<file path="src/rtl/lsu_pkg.sv">
// Shared types and RV32 funct3 size codes for the load/store unit.
package lsu_pkg;

  typedef enum logic [1:0] {
    ST_IDLE  = 2'd0,
    ST_ISSUE = 2'd1,
    ST_WAIT  = 2'd2,
    ST_DONE  = 2'd3
  } lsu_state_e;

  localparam logic [2:0] F3_B  = 3'b000;
  localparam logic [2:0] F3_H  = 3'b001;
  localparam logic [2:0] F3_W  = 3'b010;
  localparam logic [2:0] F3_BU = 3'b100;
  localparam logic [2:0] F3_HU = 3'b101;

  function automatic logic is_byte_access(input logic [2:0] f3);
    return (f3 == F3_B) || (f3 == F3_BU);
  endfunction

  function automatic logic is_half_access(input logic [2:0] f3);
    return (f3 == F3_H) || (f3 == F3_HU);
  endfunction

endpackage

</file>
<file path="src/rtl/lsu_load_align.sv">
// Load data extraction: selects the addressed byte/half-word lane of the
// memory word and sign- or zero-extends it according to funct3.
module lsu_load_align
  import lsu_pkg::*;
(
  input  logic [31:0] i_word,
  input  logic [1:0]  i_addr_lo,
  input  logic [2:0]  i_funct3,
  output logic [31:0] o_result
);

  logic [7:0]  w_byte;
  logic [15:0] w_half;

  always_comb begin
    w_byte = i_word[7:0];
    case (i_addr_lo)
      2'b00:   w_byte = i_word[7:0];
      2'b01:   w_byte = i_word[15:8];
      2'b10:   w_byte = i_word[23:16];
      default: w_byte = i_word[31:24];
    endcase
  end

  assign w_half = i_addr_lo[1] ? i_word[31:16] : i_word[15:0];

  // Reserved codes 011/110/111 fall through to a plain word access.
  always_comb begin
    o_result = i_word;
    case (i_funct3)
      F3_B:    o_result = {{24{w_byte[7]}}, w_byte};
      F3_BU:   o_result = {24'h000000, w_byte};
      F3_H:    o_result = {{16{w_half[15]}}, w_half};
      F3_HU:   o_result = {16'h0000, w_half};
      F3_W:    o_result = i_word;
      default: o_result = i_word;
    endcase
  end

endmodule

</file>
<file path="src/rtl/load_store_unit.sv">
// Single-outstanding load/store unit between the execute stage and data memory.
// Build option LSU_MISALIGN_TRAP_EN: report misaligned accesses instead of force-aligning them.
module load_store_unit
  import lsu_pkg::*;
(
  input  logic        i_clk,
  input  logic        i_rst_n,
  input  logic        i_req_valid,
  output logic        o_req_ready,
  input  logic        i_req_is_store,
  input  logic [2:0]  i_req_funct3,
  input  logic [31:0] i_req_addr,
  input  logic [31:0] i_req_wdata,
  output logic        o_rsp_valid,
  output logic [31:0] o_rsp_rdata,
  output logic        o_rsp_misaligned,
  output logic [31:0] o_mem_access_addr,
  output logic [31:0] o_mem_write_data,
  output logic        o_mem_write,
  output logic        o_mem_read,
  output logic        o_byte,
  output logic        o_half_word,
  output logic        o_full_word,
  output logic        o_byteU,
  output logic        o_half_wordU,
  input  logic [31:0] i_mem_read_data
);

  lsu_state_e  r_state, w_next;
  logic        w_accept, w_fault, w_is_byte, w_is_half;
  logic [31:0] w_req_addr, w_load_result;

  logic [1:0]  r_addr_lo;
  logic [2:0]  r_funct3;
  logic        r_is_store;
  logic [31:0] r_rsp_rdata, r_mem_addr, r_mem_wdata;
  logic        r_mem_write, r_mem_read;
  logic        r_byte, r_half_word, r_full_word, r_byteU, r_half_wordU;

  assign w_is_byte = is_byte_access(i_req_funct3);
  assign w_is_half = is_half_access(i_req_funct3);

`ifdef LSU_MISALIGN_TRAP_EN
  logic r_fault;

  assign w_req_addr = i_req_addr;
  assign w_fault    = (w_is_half && i_req_addr[0]) ||
                      (!w_is_byte && !w_is_half && (i_req_addr[1:0] != 2'b00));

  always_ff @(posedge i_clk or negedge i_rst_n) begin
    if (!i_rst_n)      r_fault <= 1'b0;
    else if (w_accept) r_fault <= w_fault;
  end

  assign o_rsp_misaligned = r_fault && (r_state == ST_DONE);
`else
  // Without the trap the access is silently forced onto its natural boundary.
  assign w_fault    = 1'b0;
  assign w_req_addr = w_is_byte ? i_req_addr :
                      w_is_half ? {i_req_addr[31:1], 1'b0} :
                                  {i_req_addr[31:2], 2'b00};
  assign o_rsp_misaligned = 1'b0;
`endif

  always_ff @(posedge i_clk or negedge i_rst_n) begin
    if (!i_rst_n) r_state <= ST_IDLE;
    else          r_state <= w_next;
  end

  always_comb begin
    w_next   = r_state;
    w_accept = 1'b0;
    case (r_state)
      ST_IDLE: begin
        if (i_req_valid) begin
          w_accept = 1'b1;
          w_next   = w_fault ? ST_DONE : ST_ISSUE;
        end
      end
      ST_ISSUE: w_next = r_is_store ? ST_DONE : ST_WAIT;
      ST_WAIT:  w_next = ST_DONE;
      ST_DONE:  w_next = ST_IDLE;
      default:  w_next = ST_IDLE;
    endcase
  end

  lsu_load_align u_load_align (
    .i_word    (i_mem_read_data),
    .i_addr_lo (r_addr_lo),
    .i_funct3  (r_funct3),
    .o_result  (w_load_result)
  );

  // Strobes are loaded on the accept edge so they are registered and live only during ISSUE.
  always_ff @(posedge i_clk or negedge i_rst_n) begin
    if (!i_rst_n) begin
      r_addr_lo    <= 2'b00;
      r_funct3     <= 3'b000;
      r_is_store   <= 1'b0;
      r_rsp_rdata  <= 32'h0;
      r_mem_addr   <= 32'h0;
      r_mem_wdata  <= 32'h0;
      r_mem_write  <= 1'b0;
      r_mem_read   <= 1'b0;
      r_byte       <= 1'b0;
      r_half_word  <= 1'b0;
      r_full_word  <= 1'b0;
      r_byteU      <= 1'b0;
      r_half_wordU <= 1'b0;
    end else begin
      r_mem_write  <= 1'b0;
      r_mem_read   <= 1'b0;
      r_byte       <= 1'b0;
      r_half_word  <= 1'b0;
      r_full_word  <= 1'b0;
      r_byteU      <= 1'b0;
      r_half_wordU <= 1'b0;
      if (w_accept) begin
        r_addr_lo   <= w_req_addr[1:0];
        r_funct3    <= i_req_funct3;
        r_is_store  <= i_req_is_store;
        r_rsp_rdata <= 32'h0;
        if (!w_fault) begin
          r_mem_addr  <= w_req_addr;
          r_mem_wdata <= i_req_wdata;
          r_mem_write <= i_req_is_store;
          r_mem_read  <= !i_req_is_store;
          case (i_req_funct3)
            F3_B:    r_byte       <= 1'b1;
            F3_H:    r_half_word  <= 1'b1;
            F3_BU:   r_byteU      <= 1'b1;
            F3_HU:   r_half_wordU <= 1'b1;
            default: r_full_word  <= 1'b1;
          endcase
        end
      end
      if (r_state == ST_WAIT) r_rsp_rdata <= w_load_result;
    end
  end

  assign o_req_ready       = (r_state == ST_IDLE);
  assign o_rsp_valid       = (r_state == ST_DONE);
  assign o_rsp_rdata       = r_rsp_rdata;
  assign o_mem_access_addr = r_mem_addr;
  assign o_mem_write_data  = r_mem_wdata;
  assign o_mem_write       = r_mem_write;
  assign o_mem_read        = r_mem_read;
  assign o_byte            = r_byte;
  assign o_half_word       = r_half_word;
  assign o_full_word       = r_full_word;
  assign o_byteU           = r_byteU;
  assign o_half_wordU      = r_half_wordU;

endmodule

</file>
<file path="config.mk">
export PLATFORM = sky130hd
export DESIGN_NAME = load_store_unit
export DESIGN_NICKNAME = d
export VERILOG_FILES = /design/src/rtl/lsu_pkg.sv /design/src/rtl/lsu_load_align.sv /design/src/rtl/load_store_unit.sv
export SDC_FILE = /design/constraint.sdc
export NUM_CORES = 1
export LEC_CHECK = 0
export ABC_AREA = 1
export BUFFER_PORTS_ARGS = -buffer_cell sky130_fd_sc_hd__buf_2
export CELL_PAD_IN_SITES_DETAIL_PLACEMENT = 0
export CELL_PAD_IN_SITES_GLOBAL_PLACEMENT = 1
export CORE_ASPECT_RATIO = 2
export CORE_UTILIZATION = 29
export CTS_BUF_LIST = sky130_fd_sc_hd__clkbuf_4 sky130_fd_sc_hd__clkbuf_8
export CTS_CLUSTER_DIAMETER = 150
export DETAILED_ROUTE_END_ITERATION = 8
export PLACE_DENSITY_LB_ADDON = 0.1
export SLEW_MARGIN = 20
export SYNTH_ARGS = -nofsm -noshare
export SYNTH_HDL_FRONTEND = slang
export SYNTH_SLANG_ARGS = --single-unit
</file>
<file path="constraint.sdc">
create_clock -name i_clk -period 1.8 [get_ports i_clk]
set_clock_uncertainty 0.2 [all_clocks]
set_input_delay 0.36 -clock i_clk [delete_from_list [all_inputs] [get_ports i_clk]]
set_output_delay 0.36 -clock i_clk [all_outputs]
set_load 0.02 [all_outputs]
</file>
Word level (Yosys, flattened, before mapping)
Cells that the tools add are included.
{ "totals": {"ff_bits": 111, "inputBits": 103, "out_inout_bits": 106} }
{ "classes": {"n_reduce_logical": 9, "muxes": 24, "n_eq_ne": 12} }
{ "op_table": {"columns": ["cell", "count"], "rows": [
  ["$pmux W32 S4", 1],
  ["$mux W32", 2],
  ["$pmux W8 S3", 1],
  ["$mux W16", 1],
  ["$mux W1", 15],
  ["$eq A3 B3 Y1 const B", 4],
  ["$pmux W2 S4", 1],
  ["$eq A2 B2 Y1 const B", 3],
  ["$eq A3 B1 Y1 const B", 2],
  ["$logic_not A3 Y1", 2],
  ["$mux W2", 3],
  ["$eq A2 B1 Y1 const B", 2],
  ["$logic_not A2 Y1", 2],
  ["$reduce_or A4 Y1", 1],
  ["$logic_or A1 B1 Y1", 2],
  ["$ne A2 B2 Y1 const B", 1],
  ["$reduce_bool A2 Y1", 1],
  ["$logic_not A1 Y1", 1]
]} }

Depth between registers and ports, before layout
{ "logic_depth": {"depth_word": 4, "ltp_mapped": 11, "mapped_depth_nobuf": 9} }

Modules after synthesis
From an unflattened synthesis, not the netlist that was laid out.
{ "hier_totals": {"hier_cells": 659, "area_unflattened_um2": 5097.4} }
{ "by_module_without_submodules": {"columns": ["mod", "area_per_inst_um2", "seq_area_each_um2", "instances", "cells_per_inst"], "rows": [
  ["load_store_unit", 4201.5, 2727.6, 1, 467],
  ["lsu_load_align", 895.9, 0.0, 1, 192]
]} }

Least setup slack after synthesis
No wires, ideal clock.
{ "synth_timing": {"kind": "flip-flop to flip-flop", "from": "register r_state[0]", "to": "register r_rsp_rdata[12], in the netlist o_rsp_rdata[12]", "t_arrival_ps": 1555, "stages_incl_launch_ff": 9, "slack_ps": -21, "period_less_slack_ps": 1821, "required_time_ps": 1534, "cell_sequence": "dfrtp_1 inv_1 ha_1 nand2_1 inv_2 nor2_2 clkbuf_1 nand2_1 nand2_1"} }
{ "synth_via": {"elab_chain_cells": 3, "elab_cells_between_ends": 5, "cone_classes": "eq/ne (1); mux (2); reduce/logical (2)"} }
{ "synth_rtl": {"columns": ["element", "line", "text"], "rows": [
  ["start: declaration", "load_store_unit.sv:29", "lsu_state_e r_state, w_next;"],
  ["start signal: assignment", "load_store_unit.sv:67", "else r_state <= w_next;"],
  ["$logic_not A2 Y1", null, null],
  ["via o_req_ready", "load_store_unit.sv:9", "output logic o_req_ready,"],
  ["$mux W1", "load_store_unit.sv:73", "case (r_state)"],
  ["$reduce_bool A2 Y1 (no source line)", null, null],
  ["end signal: assignment", "load_store_unit.sv:137", "if (r_state == ST_WAIT) r_rsp_rdata <= w_load_result;"],
  ["end: declaration", "load_store_unit.sv:36", "logic [31:0] r_rsp_rdata, r_mem_addr, r_mem_wdata;"]
]} }
The timed path passes the listed nets, and every way through them passes these cells.
A chain may end at the register's enable or synchronous reset.

Worst setup path after layout
{ "layout_timing": {"from": "register r_state[1]", "to": "output o_req_ready"} }
{ "layout_via": {"elab_chain_cells": 1} }
{ "layout_rtl": {"columns": ["element", "line", "text"], "rows": [
  ["$logic_not A2 Y1", "load_store_unit.sv:141", "assign o_req_ready = (r_state == ST_IDLE);"],
  ["end: declaration", "load_store_unit.sv:9", null]
]} }
Every way passes these cells.

==> results by group <==
Outcome
  • Status: complete, no violations

CTS
  • CTS tree: yes
  • Clk sink count: 109
  • Max Buffers Root-to-Sink: 2
  • Clock-pin slew on the worst setup and hold paths: 0.10 ns
  • Root buf cell: clkbuf_8
  • Worst skew pair latency: 0.38 ns
  • TritonCTS Buffers: 9
  • H-tree levels: 3

Floorplan
  • I/O pin total: 209
  • Row count: 66
  • Die area: 17,400 sq um
  • Die width: 93.7 um
  • Initial Util: 29.8%
  • Core Region: 16,400 sq um
  • Overall die height: 185 um

Power
  • Clk pwr share: 15.0%
  • Leakage: 4.13 nW
  • Gate power share: 51.6%
  • P per Cell Area: 1720 nW/um^2
  • Sw frac: 45.5%
  • VDD IR max: 0.762 mV
  • Internal power of the cells: 6.71 mW
  • Seq pwr share: 33.4%
  • P_sw: 5.61 mW

Setup path
  • Reg2reg end: r_funct3[1]
  • R2R cell count: 6
  • Critical path startpoint category: flip-flop
  • Reg2reg start: r_state[1]
  • Crit end category: primary output
  • Arr. time, crit path: 1.19 ns
  • CP required: 1.24 ns
  • Reg2reg setup slack: 0.11 ns
  • Crit path max fanout: 5
  • Kind of critical path: flip-flop to primary output

Routing
  • Via density: 4.47
  • Routed wire length: 16,000 um
  • Routed vias: 4,929
  • Pre-Repair DR Iteration Count: 4
  • DR iter-0 viols: 184
  • Residual DRC: 0
  • Post-route ant nets: 0
  • Drt wl/cell: 14.5 um

Placed design
  • Placed cell count: 1,017
  • Placer Congestion: 0.851
  • Post-placement setup slack: 0.0229 ns
  • Port Buf Inserts: 207
  • Post-DP HPWL: 11,500 um

Layout
  • Footprint of the multi-input gates: 1930 sq um
  • Reg area: 2730 sq um
  • Final cell count without fillers: 1,103
  • Share of layout cells above drive strength 1: 31.8%
  • Filler cell count: 1,712
  • Layout area overhead: 47.4%
  • Layout Nets: 1,000

Timing
  • Final worst setup slack: 0.0546 ns
  • Slew @ Worst Pin: 0.507 ns
  • Final min period: 1.75 ns
  • Hold_ws: 0.0220 ns
  • Upper clock frequency limit: 573 MHz
  • RSZ-0062 raised after global routing: yes
  • Fin crit share: 97.0%
  • Setup violations, final: 0
  • Max-slew headroom: 66.2%
  • Fin. max-slew vios: 0
  • Final hold vios: 0

Synthesis
  • Synthesized area: 4870 sq um
  • Cell variety after synth: 26
  • Yosys top cell area share: 56.0%
  • Synth area leader: dfrtp_1
  • Synth Register Bits: 109
  • Avg Inst Size Synth: 7.92 sq um
  • Synthesized netlist net count: 722
  • Sequential cell area fraction in the yosys report: 56.0%
  • Syn Inst Count: 615
  • Synthesis Warnings: 0
  • Synth area leaders: dfrtp_1, nand2_1, nor2_1, nand2_2, clkbuf_1

Worst hold path
  • Min-Delay Endpoint: o_mem_access_addr[1]
  • WHS Path Cells: 3
  • HP Start: i_req_addr[1]
  • HP Class: input pin to flip-flop

Job
  • Max-cap violations: 0

GRT
  • Global-route wire length before repair: 25,500 um
  • Overflow after GRT: 0
  • Largest net degree at the start of global routing: 70
  • Total GRT Usage: 19.5%
  • Initial antenna violation count: 2
  • Vias in the first global route: 5,156
-- power by group through the flow --
stage	clock network, mW	logic, mW	registers, mW
finish	1.84	6.36	4.11
global route	2.02	7.11	4.26
CTS	1.93	6.44	4.12
detailed placement	0	6.24	4.15
global placement	0	6.18	4.13
floorplan	0	2.87	5.27
-- Yosys cell counts --
cell type    n
nand2_1    333
dfrtp_1    109
nor2_1      52
clkbuf_1    19
inv_1       16
nand2_2     13
a21oi_1     12
nand3_1      9
o21ai_0      9
o21ai_2      6
buf_2        4
ha_1         4
nand2_4      4
nor2_2       4
o22ai_1      4
inv_2        3
nor3_1       3
buf_1        2
buf_6        2
buf_12       1
buf_4        1
clkinv_1     1
conb_1       1
inv_6        1
nor2_4       1
o21bai_1     1
-- cell families (layout without fill, tap and decap cells) --
group | count (synthesis) | after routing | synth area share, %
compound gates | 32 | 32 | 3.90
fa+ha+maj | 4 | 4 | 1.03
buf+inv | 50 | 333 | 4.78
flops | 109 | 109 | 56.0
other cells | 1 | 2 | 0.0770
simple gates | 419 | 419 | 34.2
-- final cells by class --
class                   instances  share of cell area (%)
flip-flops and latches        109                    38.0
multi-input cells             456                    26.9
repair buffers                296                    26.9
well taps                     204                    3.56
clock buffers                  10                    1.92
clock inverters                 6                    1.52
inverters                      21                    1.17
diodes                          1                  0.0349
-- critical path, stage by stage, from the launching register on --
cell	delay, ns
dfrtp_1	0.43
inv_2	0.10
ha_4	0.16
buf_6	0.12
-- timing repair --
| action | CTS | global route |
|---|---|---|
| endpoints found under the setup margin | 2 | 11 |
| pin swaps | 1 | 0 |
| gates cloned | 0 | 0 |
| endpoints found under the hold margin | 176 | 0 |
| hold buffers | 66 | 0 |
| gates resized for setup | 6 | 3 |
| buffers inserted | 2 | 1 |
-- through the flow --
step	utilization (%)	area, sq um	total power [mW]	setup TNS, ns
floorplan	-	4870	8.14	0
global placement	38.1	6220	10.3	0
CTS	43.8	7160	12.5	0
finish	43.9	7180	12.3	0
global route	43.9	7180	13.4	-0.0110
detailed placement	38.1	6220	10.4	0
-- state kept, by name, indices dropped and copies added (netlist names) --
register,flops
o_mem_write,1
r_state,2
o_mem_read,1
r_funct3,3
o_byteU,1
o_byte,1
o_mem_access_addr,31
o_full_word,1
o_half_wordU,1
o_rsp_rdata,32
o_mem_write_data,32
r_addr_lo,1
r_is_store,1
o_half_word,1
-- per-layer routing --
metal / global-route usage (%) / routed length, um / up-vias
li1: - / - / 2418
met5: 0 / 13 / -
met2: 35.9 / 8580 / 200
met4: 12.2 / 849 / 2
met1: 19.6 / 5530 / 2271
met3: 3.94 / 1010 / 38
-- cells in the final DEF (no fill, tap or decap), types with 2 or more instances in the layout --
cell,instances
nand2_2,14
clkbuf_8,10
bufinv_16,3
dlygate4sd3_1,66
inv_6,2
nor3_1,3
nand2_4,4
inv_1,14
nor2_2,5
nor2_1,51
nand2_1,332
inv_2,5
o21ai_2,6
a21oi_1,12
nand3_1,9
dfrtp_1,108
buf_2,205
buf_12,4
o22ai_1,4
ha_2,2
o21ai_0,9
buf_4,20
clkinv_2,2
-- how the worst max path moves through the flow --
| stage | start | slack [ns] | end |
|---|---|---|---|
| 4_1_cts | r_state[0] | 0.001 | o_req_ready |
| 2_1_floorplan | r_state[0] | 0.07 | o_rsp_rdata[12] |
| 5_1_grt | r_state[0] | -0.01 | o_req_ready |
| 3_3_place_gp | r_state[0] | 0.09 | r_funct3[1] |
| 3_5_place_dp | r_state[0] | 0.02 | r_funct3[1] |
| 6_report | r_state[1] | 0.05 | o_req_ready |
Power figures use the tool's default switching activity.
